===== src/rtl/pll_lock_monitor_if.sv =====
// Status/control bundle between the PLL lock supervisor and its consumer.
// The master side is the supervisor: it samples the toggle and restart, and drives the status.
interface pll_lock_monitor_if #(
    parameter int CNT_W = 12
);
    logic             mon_toggle;
    logic             restart;
    logic             pll_rst;
    logic             locked;
    logic             fail;
    logic             lost_lock;
    logic [1:0]       retry_cnt;
    logic [CNT_W-1:0] last_count;

    modport master (
        input  mon_toggle, restart,
        output pll_rst, locked, fail, lost_lock, retry_cnt, last_count
    );

    modport slave (
        output mon_toggle, restart,
        input  pll_rst, locked, fail, lost_lock, retry_cnt, last_count
    );
endinterface


===== src/rtl/pll_lock_monitor.sv =====
// PLL lock supervisor on the reference clock: pulses the PLL reset, counts feedback
// toggles per window to qualify lock, retries on bad windows and reports locked/fail.
module pll_lock_monitor #(
    parameter int RST_CYCLES    = 16,
    parameter int SETTLE_CYCLES = 512,
    parameter int WINDOW        = 256,
    parameter int EXP_CNT       = 32,
    parameter int TOL           = 2,
    parameter int LOCK_WINDOWS  = 4,
    parameter int MAX_RETRIES   = 3,
    parameter int CNT_W         = 12
) (
    input  logic               clk,
    input  logic               rst,
    pll_lock_monitor_if.master bus
);
    localparam int PH_MAX = (RST_CYCLES > SETTLE_CYCLES)
                          ? ((RST_CYCLES > WINDOW) ? RST_CYCLES : WINDOW)
                          : ((SETTLE_CYCLES > WINDOW) ? SETTLE_CYCLES : WINDOW);
    localparam int PH_W   = (PH_MAX > 1) ? $clog2(PH_MAX) : 1;
    localparam int GOOD_W = $clog2(LOCK_WINDOWS + 1);
    localparam logic [CNT_W-1:0] CNT_MAX = '1;
    localparam logic [CNT_W-1:0] CNT_LO  = CNT_W'(EXP_CNT - TOL);
    localparam logic [CNT_W-1:0] CNT_HI  = CNT_W'(EXP_CNT + TOL);

    typedef enum logic [2:0] {RESET_PLL, SETTLE, MEASURE, LOCKED, FAIL} state_t;

    state_t            state, state_nx;
    logic [PH_W-1:0]   ph_cnt, ph_cnt_nx;
    logic [CNT_W-1:0]  edge_cnt, edge_cnt_nx, edge_sum;
    logic [CNT_W-1:0]  last_q, last_nx;
    logic [GOOD_W-1:0] good_cnt, good_nx;
    logic [1:0]        retry_q, retry_nx;
    logic              lost_q, lost_nx;
    logic              sync1, sync2, hist;
    logic              tog_edge, win_end, good_win;

    always_ff @(posedge clk or posedge rst) begin
        if (rst) begin
            sync1 <= 1'b0;
            sync2 <= 1'b0;
            hist  <= 1'b0;
        end else begin
            sync1 <= bus.mon_toggle;
            sync2 <= sync1;
            hist  <= sync2;
        end
    end

    assign tog_edge = sync2 ^ hist;
    assign win_end  = ((state == MEASURE) || (state == LOCKED)) && (ph_cnt == PH_W'(WINDOW - 1));
    // Window-end decisions use the count including this cycle's edge; saturates, never wraps.
    assign edge_sum = (tog_edge && (edge_cnt != CNT_MAX)) ? edge_cnt + 1'b1 : edge_cnt;
    assign good_win = (edge_sum >= CNT_LO) && (edge_sum <= CNT_HI);

    always_comb begin
        state_nx    = state;
        ph_cnt_nx   = ph_cnt + 1'b1;
        edge_cnt_nx = '0;
        last_nx     = last_q;
        good_nx     = good_cnt;
        retry_nx    = retry_q;
        lost_nx     = 1'b0;
        case (state)
            RESET_PLL: if (ph_cnt == PH_W'(RST_CYCLES - 1)) state_nx = SETTLE;
            SETTLE: begin
                if (ph_cnt == PH_W'(SETTLE_CYCLES - 1)) begin
                    state_nx = MEASURE;
                    good_nx  = '0;
                end
            end
            MEASURE, LOCKED: begin
                edge_cnt_nx = edge_sum;
                if (win_end) begin
                    edge_cnt_nx = '0;
                    last_nx     = edge_sum;
                    if (state == LOCKED) begin
                        if (!good_win) begin
                            lost_nx  = 1'b1;
                            retry_nx = '0;
                            state_nx = RESET_PLL;
                        end
                    end else if (good_win) begin
                        good_nx = good_cnt + 1'b1;
                        if (good_cnt + 1'b1 == GOOD_W'(LOCK_WINDOWS)) state_nx = LOCKED;
                    end else if (retry_q == 2'(MAX_RETRIES)) begin
                        state_nx = FAIL;
                    end else begin
                        retry_nx = retry_q + 1'b1;
                        state_nx = RESET_PLL;
                    end
                end
            end
            FAIL:    ph_cnt_nx = '0;
            default: state_nx = RESET_PLL;
        endcase
        if (bus.restart) begin
            state_nx    = RESET_PLL;
            retry_nx    = '0;
            good_nx     = '0;
            edge_cnt_nx = '0;
            lost_nx     = 1'b0;
        end
        if ((state_nx != state) || win_end || bus.restart) ph_cnt_nx = '0;
    end

    always_ff @(posedge clk or posedge rst) begin
        if (rst) begin
            state    <= RESET_PLL;
            ph_cnt   <= '0;
            edge_cnt <= '0;
            last_q   <= '0;
            good_cnt <= '0;
            retry_q  <= '0;
            lost_q   <= 1'b0;
        end else begin
            state    <= state_nx;
            ph_cnt   <= ph_cnt_nx;
            edge_cnt <= edge_cnt_nx;
            last_q   <= last_nx;
            good_cnt <= good_nx;
            retry_q  <= retry_nx;
            lost_q   <= lost_nx;
        end
    end

    assign bus.pll_rst    = (state == RESET_PLL) || (state == FAIL);
    assign bus.locked     = (state == LOCKED);
    assign bus.fail       = (state == FAIL);
    assign bus.lost_lock  = lost_q;
    assign bus.retry_cnt  = retry_q;
    assign bus.last_count = last_q;
endmodule


===== src/flat_wrapper.sv =====
// flat-port wrapper written by rule: the top's interface ports become plain ports
module pll_lock_monitor_flat 
#(
    parameter int RST_CYCLES    = 16,
    parameter int SETTLE_CYCLES = 512,
    parameter int WINDOW        = 256,
    parameter int EXP_CNT       = 32,
    parameter int TOL           = 2,
    parameter int LOCK_WINDOWS  = 4,
    parameter int MAX_RETRIES   = 3,
    parameter int CNT_W         = 12
)
  (clk, rst, bus_mon_toggle, bus_restart, bus_pll_rst, bus_locked, bus_fail, bus_lost_lock, bus_retry_cnt, bus_last_count);
  pll_lock_monitor_if #(.CNT_W(CNT_W)) bus_i ();
  input  logic clk;
  input  logic rst;
  input wire logic [$bits(bus_i.mon_toggle)-1:0] bus_mon_toggle;
  input wire logic [$bits(bus_i.restart)-1:0] bus_restart;
  output wire logic [$bits(bus_i.pll_rst)-1:0] bus_pll_rst;
  output wire logic [$bits(bus_i.locked)-1:0] bus_locked;
  output wire logic [$bits(bus_i.fail)-1:0] bus_fail;
  output wire logic [$bits(bus_i.lost_lock)-1:0] bus_lost_lock;
  output wire logic [$bits(bus_i.retry_cnt)-1:0] bus_retry_cnt;
  output wire logic [$bits(bus_i.last_count)-1:0] bus_last_count;
  assign bus_i.mon_toggle = bus_mon_toggle;
  assign bus_i.restart = bus_restart;
  assign bus_pll_rst = bus_i.pll_rst;
  assign bus_locked = bus_i.locked;
  assign bus_fail = bus_i.fail;
  assign bus_lost_lock = bus_i.lost_lock;
  assign bus_retry_cnt = bus_i.retry_cnt;
  assign bus_last_count = bus_i.last_count;
  pll_lock_monitor #(.RST_CYCLES(RST_CYCLES), .SETTLE_CYCLES(SETTLE_CYCLES), .WINDOW(WINDOW), .EXP_CNT(EXP_CNT), .TOL(TOL), .LOCK_WINDOWS(LOCK_WINDOWS), .MAX_RETRIES(MAX_RETRIES), .CNT_W(CNT_W)) u_core (.clk(clk), .rst(rst), .bus(bus_i));
endmodule

===== config.mk =====
export PLATFORM = sky130hd
export DESIGN_NAME = pll_lock_monitor_flat
export DESIGN_NICKNAME = d
export VERILOG_FILES = /design/src/rtl/pll_lock_monitor_if.sv /design/src/rtl/pll_lock_monitor.sv /design/src/flat_wrapper.sv
export SDC_FILE = /design/constraint.sdc
export NUM_CORES = 1
export LEC_CHECK = 0
export CAP_MARGIN = 10
export CELL_PAD_IN_SITES_DETAIL_PLACEMENT = 0
export CELL_PAD_IN_SITES_GLOBAL_PLACEMENT = 1
export CORE_ASPECT_RATIO = 0.8
export CORE_MARGIN = 1.5
export CORE_UTILIZATION = 44
export CTS_CLUSTER_DIAMETER = 60
export DETAILED_ROUTE_END_ITERATION = 8
export PLACE_DENSITY_LB_ADDON = 0.1
export SLEW_MARGIN = 20
export SYNTH_ARGS = -nofsm -noshare
export SYNTH_HDL_FRONTEND = slang
export SYNTH_SLANG_ARGS = --single-unit

===== constraint.sdc =====
create_clock -name clk -period 3.1 [get_ports clk]
set_input_delay 0.62 -clock clk [delete_from_list [all_inputs] [get_ports clk]]
set_output_delay 0.62 -clock clk [all_outputs]
set_load 0.01 [all_outputs]

## Word level (Yosys, flattened, before mapping)

Cells that the tools add are included.
Widths: inputs -> output; s select.

- Flip-flop bits (word level): 45
- Input port bits: 4
- Output and inout port bits: 18
- Logic and storage cells: 83

- $add $sub $neg: 4
- Magnitude comparators: 2
- Equality and inequality tests: 17
- Mux-type cells: 34
- Bitwise gates (word level): 1
- Reductions and logical operators: 15

Operator list:

| kind | count |
|---|---|
| $mux 12 | 4 |
| $mux 3 | 14 |
| $mux 9 | 2 |
| $mux 2 | 7 |
| $add 12x1->12 const B | 1 |
| $ge 12x5->1 const B | 1 |
| $le 12x6->1 const B | 1 |
| $ne 12x12->1 const B | 1 |
| $pmux 3 s4 | 1 |
| $add 9x1->9 const B | 1 |
| $eq 9x4->1 const B | 1 |
| $eq 9x8->1 const B | 1 |
| $eq 9x9->1 const B | 1 |
| $ne 3x2->1 const B | 3 |
| $eq 3x2->1 const B | 2 |
| $eq 3x3->1 const B | 2 |
| $ne 3x3->1 const B | 2 |
| $pmux 3 s2 | 1 |
| $mux 1 | 5 |
| $reduce_and 5->1 | 1 |
| $logic_or 1x1->1 | 4 |
| $reduce_and 4->1 | 1 |
| $reduce_bool 2->1 | 2 |
| $add 3x1->3 const B | 1 |
| 11 further kinds | 13 |

## Depth between registers and ports, before layout

Gate-level depths: netlist (run 1).

- Word-level depth: 14
- Gate-level depth with buffers: 10
- Mapped depth without buffers: 10

## Worst setup path after synthesis (run 1)

Ideal clock, no wire load.

- Kind: register to register
- Start: register u_core.edge_cnt[0]
- End: register u_core.good_cnt[0]
- Setup time: 71 ps
- Arrival time: 2401 ps
- Required time: 3029 ps
- Path slack: 628 ps
- Stages on the path, launching flop included: 10
- Buffers on the path: 0
- Period minus slack after synthesis: 2472 ps
- Cell sequence: dfrtp_1 -> ha_1 -> nand3_1 -> nor4_1 -> mux2i_1 -> a21boi_0 -> and3_4 -> o2111a_4 -> mux2_4 -> nor2_1

- Cells in the longest elaborated chain, start to end: 7
- Elaborated cells on any way between the ends: 9
- Those cells by class: add/sub (1); order compare (2); eq/ne (2); mux (1); reduce/logical (3)

Ends and longest elaborated chain:

| what | line | RTL |
|---|---|---|
| start, declared | pll_lock_monitor.sv:30 | `logic [CNT_W-1:0] edge_cnt, edge_cnt_nx, edge_sum;` |
| start signal, assigned | pll_lock_monitor.sv:119 | `edge_cnt <= edge_cnt_nx;` |
| parallel branches: the longest is 2 deep, another holds $add 12x1->12 | n/a |  |
| $mux 12 * | pll_lock_monitor.sv:53 | `assign edge_sum = (tog_edge && (edge_cnt != CNT_MAX)) ? edge_cnt + 1'b1 : edge_cnt;` |
| $ge 12x5->1 or $le 12x6->1 (tied branches) | pll_lock_monitor.sv:54 | `assign good_win = (edge_sum >= CNT_LO) && (edge_sum <= CNT_HI);` |
| $logic_and 1x1->1 * | pll_lock_monitor.sv:54 |  |
| $ne 3x2->1 (no line) * | n/a |  |
| $reduce_and 5->1 (no line) * | n/a |  |
| end signal, assigned | pll_lock_monitor.sv:121 | `good_cnt <= good_nx;` |
| end, declared | pll_lock_monitor.sv:32 | `logic [GOOD_W-1:0] good_cnt, good_nx;` |

Every way passes the cells marked *.
A chain may end at the register's enable or synchronous reset.

## Final worst setup path (run 1)

Ends and elaborated chain as after synthesis.

==> results_dict.tcl, run 1 <==
set metrics [dict create \
    slew_violations 0 \
    dr_wl_met2_um 1780 \
    cp.required_ps 3330 \
    clkTransAtPathRegs_ps 80 \
    h-tree-depth 2 \
    clockBufferDepth 2 \
    wl_met1_um 2680 \
    drcViolationCount 5 \
    period_share 0.878 \
    path_max_fanout 5 \
    wl_met3_um 170 \
    worstSetupPathType "flip-flop to flip-flop" \
    hold_viol_final 0 \
    slowest_stage "dfrtp_1" \
    max_stage_delay_ps 410 \
    ys_ff_latch 45 \
    detailed_place_hpwl_um 3480 \
    n_antenna_cell 0 \
    synth_warnings 0 \
    viasPerCell 5.36 \
    hp-class "flip-flop to flip-flop" \
    synth.distinct_cells 50 \
    syn2layout_area_growth_pct 15.0 \
    startpoint_type "flip-flop" \
    postCtsSetupBuffers 0 \
    end_kind "flip-flop" \
    clock_latency_ps 290 \
    seq_area_frac_synth 0.476 \
    hold_buffers 0 \
    drt-total-wl_um 4710 \
    core_sq_mm 0.00509 \
    period_minus_slack_ps 2720 \
    ir_drop_v 0.000205 \
    status "finished, violations left" \
    dr.pass1.iters 7 \
    fin_area_sq_mm 0.00272 \
    initial_core_util 0.465 \
    violations "DRC" \
    synthesis.area_sq_mm 0.00237 \
    fmax_mhz 367 \
    synth_edf_count 0 \
    die-area_sq_mm 0.00583 \
    fp.dieW_um 85.0 \
    synthFlopType "dfrtp_1" \
    drtIter0Drc 94 \
    syn_avg_cell_area_sq_um 9.90 \
    postPlaceCellArea_sq_mm 0.00264 \
    grt_pass1_wl_um 7980 \
    cp_data_arrival_time_ps 2950 \
    layout.nets 273 \
    nFillCells 479 \
    cts_sinks 45 \
    setup_viol 0 \
    cts_root_buffer "clkbuf_8" \
    cap_violations 0 \
    routabilityCongestion 0.870 \
    grt_use_total 0.179 \
    grt_pass1_vias 1676 \
    crit_chain "ha_1 > nand3_1 > nor4_4 > o21bai_1 > or2_1 > nor4b_4 > o2111a_4 > mux2_4 > nor2_1" \
    power_density_mw_per_mm2 361 \
    port_buffers 21 \
    ioPinCount 22 \
    grt_start_max_net_pins 25 \
    fp.dieH_um 68.6 \
    cts_buffers 5 \
    async_flop_share 1.00 \
    cts_tree "yes" \
    worst_slew_pin_slew_ps 561 \
    highest_layer "met4" \
    ant_nets 0 \
    gr-total-overflow 0 \
    p_leak_nw 1.20 \
    slew_headroom 0.622 \
    syn_inst 239 \
    post_cts_resized 0 \
    antenna_found_initial 0 \
    vias 1742 \
    rsz0062_at_grt "false" \
    drive_gt1_frac 0.0989 \
    synth_nets 250 \
    rows 23 \
    final.setup.tns_ps 0 \
    wire_per_inst_um 14.5 \
    clock_skew_ps 5.58 \
]
## per-layer routing
| metal | vias up | global-route usage |
|---|---|---|
| li1 | 878 | - |
| met1 | 825 | 0.266 |
| met2 | 32 | 0.253 |
| met3 | 7 | 0.0393 |
| met4 | 0 | 0.0676 |
| met5 | - | 0 |
## cells in the mapped netlist, types with 2 or more instances
library cell / n / area, sq um
xor2_1: 5 / 43.8
nor2_1: 33 / 124
ha_1: 7 / 87.6
or2_2: 2 / 12.5
and3_1: 10 / 62.6
nor4_1: 3 / 18.8
nand2_1: 21 / 78.8
nor3_1: 2 / 10.0
o21ai_0: 18 / 90.1
nand3_1: 17 / 85.1
mux2i_1: 4 / 40.0
xnor2_1: 11 / 96.3
o32ai_1: 2 / 17.5
nand2b_1: 4 / 25.0
a41oi_1: 2 / 17.5
nand4_1: 2 / 12.5
dfrtp_1: 45 / 1130
a31oi_1: 2 / 12.5
buf_2: 4 / 20.0
and2_1: 4 / 25.0
inv_1: 9 / 33.8
clkbuf_1: 4 / 15.0
## stage by stage
step / utilization / worst slack, ps / hold WS, ps / power, W / cells
floorplan: - / 628 / 331 / 0.000635 / 239
global placement: 0.519 / 426 / 332 / 0.000649 / 317
detailed placement: 0.519 / 362 / 335 / 0.000650 / 317
CTS: 0.534 / 366 / 354 / 0.000999 / 325
global route: 0.534 / 153 / 368 / 0.00103 / 325
finish: 0.534 / 378 / 352 / 0.000981 / 325
## cell type report
cell class / instances / area, sq um / share of cell area
multi-input combinational: 177 / 1170 / 0.430
sequential: 45 / 1130 / 0.414
clock buffer: 8 / 80.1 / 0.0294
inverter: 9 / 33.8 / 0.0124
timing repair buffer: 24 / 233 / 0.0855
tap: 62 / 77.6 / 0.0285
## state kept, by name (all words and copies together) (netlist names), 2 cells and up
signal	cells
u_core.bus.last_count	12
u_core.edge_cnt	12
u_core.ph_cnt	9
u_core.good_cnt	3
u_core.state	3
u_core.bus.retry_cnt	2
## worst max-delay path, delay by kind of cell (launching register included)
kind	cells	cell delay, ps
AND/OR/NAND/NOR	5	1240
flip-flops	1	410
AO/OA/AOI/OAI	2	480
multiplexers	1	300
adder cells (fa/ha/maj)	1	240
## placed cells by master, fill, tap and decap left out, types with 3 or more instances in the layout
cell type	synthesis	routed
and2_1	4	4
nand3_1	17	17
and3_1	10	10
dfrtp_1	45	45
nor4_1	3	3
nand2b_1	4	4
ha_1	7	7
clkdlybuf4s50_1	0	21
xor2_1	5	5
clkbuf_8	0	5
nand2_1	21	21
clkbuf_1	4	3
buf_4	0	3
nor2_1	33	33
mux2i_1	4	4
o21ai_0	18	18
inv_1	9	8
xnor2_1	11	11
## final timing paths
kind / to / cells past startpoint / slack [ps] / start
min in group asynchronous: u_core.good_cnt[1] / 2 / 630 / rst
hold / removal: u_core.sync2 / 0 / 350 / u_core.sync1
hold reg to reg: u_core.sync2 / 0 / 350 / u_core.sync1
max in group asynchronous: u_core.edge_cnt[9] / 3 / 1910 / rst
setup / recovery: u_core.good_cnt[0] / 9 / 380 / u_core.edge_cnt[0]
setup reg to reg: u_core.good_cnt[0] / 9 / 380 / u_core.edge_cnt[0]
## logic make-up (layout without fill, tap and decap cells)
logic type               Yosys count  after routing  share of synthesized area
multiplexers                       5              5                     0.0233
XOR/XNOR                          17             17                     0.0661
adder cells (fa/ha/maj)            7              7                     0.0370
AO/OA/AOI/OAI                     37             37                      0.115
AND/OR/NAND/NOR                  111            111                      0.253
buffers and inverters             17             41                     0.0291
flip-flops                        45             45                      0.476
## power by group
part	switching [W]	leakage (nW)	internal, W	total (W)
clock	0.000184	0.0395	0.000160	0.000344
sequential	0.00000399	0.619	0.000592	0.000596
combinational	0.0000271	0.545	0.0000142	0.0000413
total	0.000215	1.20	0.000766	0.000981
(Power assumes the default switching activity.)
==> run 2: changes to the inputs <==
--- a/config.mk
+++ b/config.mk
@@ -9,7 +9,6 @@
 export CELL_PAD_IN_SITES_DETAIL_PLACEMENT = 0
 export CELL_PAD_IN_SITES_GLOBAL_PLACEMENT = 1
 export CORE_ASPECT_RATIO = 0.8
-export CORE_MARGIN = 1.5
 export CORE_UTILIZATION = 44
 export CTS_CLUSTER_DIAMETER = 60
 export DETAILED_ROUTE_END_ITERATION = 8
==> run 2 against run 1 <==
Net effect:
- highest routed layer unchanged
- the flow still finishes with violations (DRC)
- clock skew up 4.7 ps
- sequential cell count unchanged
- global-route usage up 0.93 points
- critical path depth down 1
==> results_dict.tcl, run 2 (same netlist as run 1, synthesis figures left out) <==
set metrics [dict create \
    end_kind "flip-flop" \
    cp.required_ps 3320 \
    violations "DRC" \
    port_buffers 21 \
    detailed_place_hpwl_um 3470 \
    startpoint_type "flip-flop" \
    layout.nets 273 \
    period_minus_slack_ps 2730 \
    drive_gt1_frac 0.110 \
    grt_pass1_vias 1662 \
    ioPinCount 22 \
    final_cell_mix "45 x dfrtp_1, 33 x nor2_1, 21 x nand2_1, 21 x clkdlybuf4s50_1, 18 x o21ai_0" \
    syn2layout_area_growth_pct 15.9 \
    fp.dieH_um 67.6 \
    vias 1700 \
    cp_data_arrival_time_ps 2950 \
    postCtsSetupBuffers 0 \
    initial_core_util 0.465 \
    clkTransAtPathRegs_ps 80 \
    status "finished, violations left" \
    p_leak_nw 1.22 \
    slew_violations 0 \
    ant_nets 0 \
    hp-class "flip-flop to flip-flop" \
    die-area_sq_mm 0.00568 \
    slew_headroom 0.619 \
    final_common_cell "dfrtp_1" \
    wire_per_inst_um 14.5 \
    drtIter0Drc 130 \
    worst_slew_pin_slew_ps 566 \
    clock_skew_ps 10.3 \
    drcViolationCount 8 \
    n_antenna_cell 0 \
    worstSetupPathType "flip-flop to flip-flop" \
    postPlaceCellArea_sq_mm 0.00264 \
    viasPerCell 5.23 \
    cts_sinks 45 \
    grt_pass1_wl_um 8250 \
    fmax_mhz 367 \
    rsz0062_at_grt "false" \
    gr-total-overflow 0 \
    hold_buffers 0 \
    antenna_found_initial 0 \
    postLayoutCoreUtil 0.538 \
    path_max_fanout 5 \
    rows 23 \
    fin_area_sq_mm 0.00274 \
    post_cts_resized 0 \
    clockBufferDepth 2 \
    nFillCells 473 \
    cap_violations 0 \
    h-tree-depth 2 \
    dr.pass1.iters 6 \
    drt-total-wl_um 4720 \
    routabilityCongestion 0.852 \
    period_share 0.879 \
    cts_buffers 5 \
    grt_start_max_net_pins 25 \
    clock_latency_ps 300 \
    hold_viol_final 0 \
    grt_use_total 0.188 \
    setup_viol 0 \
    cts_root_buffer "clkbuf_8" \
    ir_drop_v 0.000243 \
    fp.dieW_um 84.0 \
    power_density_mw_per_mm2 376 \
    core_sq_mm 0.00509 \
    final.setup.tns_ps 0 \
    cts_tree "yes" \
]
## run 2: cell count changes in the layout (fill, tap and decap cells not counted)
cell	change
clkinv_2	+1
clkbuf_8	+2
clkbuf_1	-3
## run 2: critical path: stages (launching register included)
cell,delay (ps)
dfrtp_1,420
ha_1,260
nand3_1,240
nor2_1,110
o21ai_0,490
nor4b_2,470
o2111a_4,290
mux2_4,300
nor2_1,80
## run 2: area by class of cell
cell class	count	area [sq um]	share of cell area
Sequential cell	45	1130	0.411
Tap cell	62	77.6	0.0283
Timing Repair Buffer	24	233	0.0849
Clock inverter	1	5.00	0.00182
Multi-Input combinational cell	177	1170	0.427
Clock buffer	7	96.3	0.0351
Inverter	9	33.8	0.0123
## run 2: layer usage
| layer | vias up | global-route usage | share of wire |
|---|---|---|---|
| met3 | 9 | 0.0416 | 0.039 |
| met5 | - | 0 | 0 |
| met2 | 34 | 0.270 | 0.39 |
| met1 | 779 | 0.279 | 0.56 |
| li1 | 878 | - | - |
| met4 | 0 | 0.0625 | 0.014 |
## run 2: power by group
| group | switching, W | total (W) | internal (W) |
|---|---|---|---|
| clock | 0.000193 | 0.000395 | 0.000202 |
| sequential | 0.00000393 | 0.000596 | 0.000592 |
| combinational | 0.0000271 | 0.0000414 | 0.0000142 |
## run 2: worst paths after layout
path                                          from                       end  slack (ps)  cells after the start
min in group asynchronous                      rst  u_core.bus.last_count[2]         610                      2
max in group asynchronous                      rst      u_core.bus.lost_lock        1920                      3
worst min-delay path                  u_core.sync1              u_core.sync2         360                      0
worst max register to register  u_core.edge_cnt[0]        u_core.good_cnt[0]         370                      8
worst min register to register        u_core.sync1              u_core.sync2         360                      0
worst max-delay path            u_core.edge_cnt[0]        u_core.good_cnt[0]         370                      8
## run 2: stage by stage
step                setup slack [ps]  total power (W)  cells  hold slack [ps]
floorplan                        628         0.000635    239              331
global placement                 432         0.000650    317              333
detailed placement               362         0.000650    317              342
CTS                              354          0.00104    325              360
global route                     175          0.00108    325              388
finish                           375          0.00103    325              360
==> run 3: changes to the inputs <==
--- a/config.mk
+++ b/config.mk
@@ -11,8 +11,10 @@
 export CORE_ASPECT_RATIO = 0.8
 export CORE_UTILIZATION = 44
 export CTS_CLUSTER_DIAMETER = 60
+export CTS_CLUSTER_SIZE = 8
 export DETAILED_ROUTE_END_ITERATION = 8
 export PLACE_DENSITY_LB_ADDON = 0.1
+export REMOVE_ABC_BUFFERS = 1
 export SLEW_MARGIN = 20
 export SYNTH_ARGS = -nofsm -noshare
 export SYNTH_HDL_FRONTEND = slang
==> run 3 against run 2 <==
Net effect:
- the flow still finishes with violations (DRC)
- sequential power about the same
- critical path depth is 1 higher
- combinational power is 4% lower
- clock power is 12% lower
- register-to-register slack improved by 20 ps
- via count up 3.8%
- sequential share of layout area increased by 0.44 points
- utilization down 0.57 points
- sequential cell count unchanged
- non-clock buffer count is 1 lower
==> results_dict.tcl, run 3 (same netlist as run 1, synthesis figures left out) <==
set metrics [dict create \
    detailed_place_hpwl_um 3280 \
    power_density_mw_per_mm2 363 \
    rsz0062_at_grt "false" \
    clockBufferDepth 2 \
    ioPinCount 22 \
    n_antenna_cell 0 \
    layout.nets 272 \
    initial_core_util 0.465 \
    post_cts_resized 0 \
    h-tree-depth 2 \
    cts_tree "yes" \
    p_leak_nw 1.20 \
    grt_use_total 0.188 \
    gr-total-overflow 0 \
    ant_nets 0 \
    hold_end "u_core.sync2" \
    path_max_fanout 5 \
    fmax_mhz 370 \
    final_common_cell "dfrtp_1" \
    grt_pass1_wl_um 8180 \
    viasPerCell 5.44 \
    setup_viol 0 \
    rr_startpoint "u_core.edge_cnt[0]" \
    reg2reg_slack_ps 400 \
    min-delay-start "u_core.sync1" \
    rows 23 \
    grt_start_max_net_pins 46 \
    fp.dieH_um 67.6 \
    drtIter0Drc 98 \
    cp.required_ps 3330 \
    drive_gt1_frac 0.0954 \
    wire_per_inst_um 14.4 \
    dp_slack_ps 412 \
    drcViolationCount 6 \
    hp-class "flip-flop to flip-flop" \
    final.setup.tns_ps 0 \
    clkTransAtPathRegs_ps 80 \
    clock_skew_ps 8.36 \
    port_buffers 21 \
    hold_buffers 0 \
    postCtsSetupBuffers 0 \
    cp_data_arrival_time_ps 2930 \
    finalWorstSetupSlack_ps 397 \
    period_minus_slack_ps 2700 \
    worstRegToRegCells 9 \
    antenna_found_initial 0 \
    drt-total-wl_um 4680 \
    period_share 0.872 \
    vias 1764 \
    hold_viol_final 0 \
    die-area_sq_mm 0.00568 \
    routabilityCongestion 0.812 \
    cts_sinks 45 \
    end_kind "flip-flop" \
    cap_violations 0 \
    final_cell_mix "45 x dfrtp_1, 33 x nor2_1, 21 x nand2_1, 21 x clkdlybuf4s50_1, 18 x o21ai_0" \
    dr.pass1.iters 6 \
    worstHoldPathCells 0 \
    slew_headroom 0.618 \
    clock_latency_ps 300 \
    core_sq_mm 0.00509 \
    fp.dieW_um 84.0 \
    cts_root_buffer "clkbuf_8" \
    worstSetupPathType "flip-flop to flip-flop" \
    r2r_end "u_core.good_cnt[0]" \
    ir_drop_v 0.000227 \
    status "finished, violations left" \
    violations "DRC" \
    worst_slew_pin_slew_ps 567 \
    slew_violations 0 \
    cts_buffers 5 \
    grt_pass1_vias 1732 \
    syn2layout_area_growth_pct 14.7 \
    startpoint_type "flip-flop" \
]
==> run 3: cell count changes in the layout (fill, tap and decap cells not counted) <==
| cell | before | now |
|---|---|---|
| buf_4 | 3 | 2 |
| clkinv_2 | 1 | 0 |
| clkbuf_8 | 7 | 5 |
| clkbuf_1 | 0 | 3 |
==> run 3: area by class of cell <==
cell class	count	area, sq um
Timing Repair Buffer	23	225
Fill cell	488	2380
Multi-Input combinational cell	177	1170
Tap cell	62	77.6
Sequential cell	45	1130
Clock buffer	8	80.1
Inverter	9	33.8
==> run 3: critical path, cell delays in order, from the launching register on <==
cell	delay, ps
dfrtp_1	410
ha_1	240
nand3_1	250
nor4_4	250
o21bai_1	180
or2_1	290
nor4b_4	340
o2111a_4	300
mux2_4	300
nor2_1	80
==> run 3: where the power goes <==
part	internal, W	switching [W]	leakage [nW]
sequential	0.000592	0.00000380	0.619
clock	0.000160	0.000188	0.0395
combinational	0.0000134	0.0000264	0.540
total	0.000765	0.000219	1.20
==> run 3: worst max path at each step <==
stage / from / to / slack [ps] / cells past startpoint
3_5_place_dp: u_core.edge_cnt[0] / u_core.good_cnt[0] / 410 / 8
2_1_floorplan: u_core.edge_cnt[0] / u_core.good_cnt[0] / 630 / 9
6_report: u_core.edge_cnt[0] / u_core.good_cnt[0] / 400 / 9
5_1_grt: u_core.edge_cnt[0] / u_core.good_cnt[0] / 110 / 9
4_1_cts: u_core.edge_cnt[0] / u_core.good_cnt[0] / 400 / 8
3_3_place_gp: u_core.edge_cnt[0] / u_core.good_cnt[0] / 460 / 9
==> run 3: routing by layer <==
metal / wire length (um) / part of all wire / global-route usage / vias to the layer above
met4: 34 / 0.0073 / 0.0711 / 0
li1: - / - / - / 878
met3: 159 / 0.034 / 0.0416 / 4
met2: 1850 / 0.40 / 0.280 / 29
met1: 2630 / 0.56 / 0.269 / 853
met5: 0 / 0 / 0 / -
==> run 3: metrics by stage <==
stage / cells / util / power [W] / hold slack (ps) / area [sq um]
2_1_floorplan: 231 / - / 0.000634 / 331 / 2330
3_3_place_gp: 316 / 0.517 / 0.000648 / 334 / 2630
3_5_place_dp: 316 / 0.517 / 0.000648 / 339 / 2630
4_1_cts: 324 / 0.533 / 0.00100 / 358 / 2710
5_1_grt: 324 / 0.533 / 0.00103 / 360 / 2710
6_report: 324 / 0.533 / 0.000984 / 353 / 2710
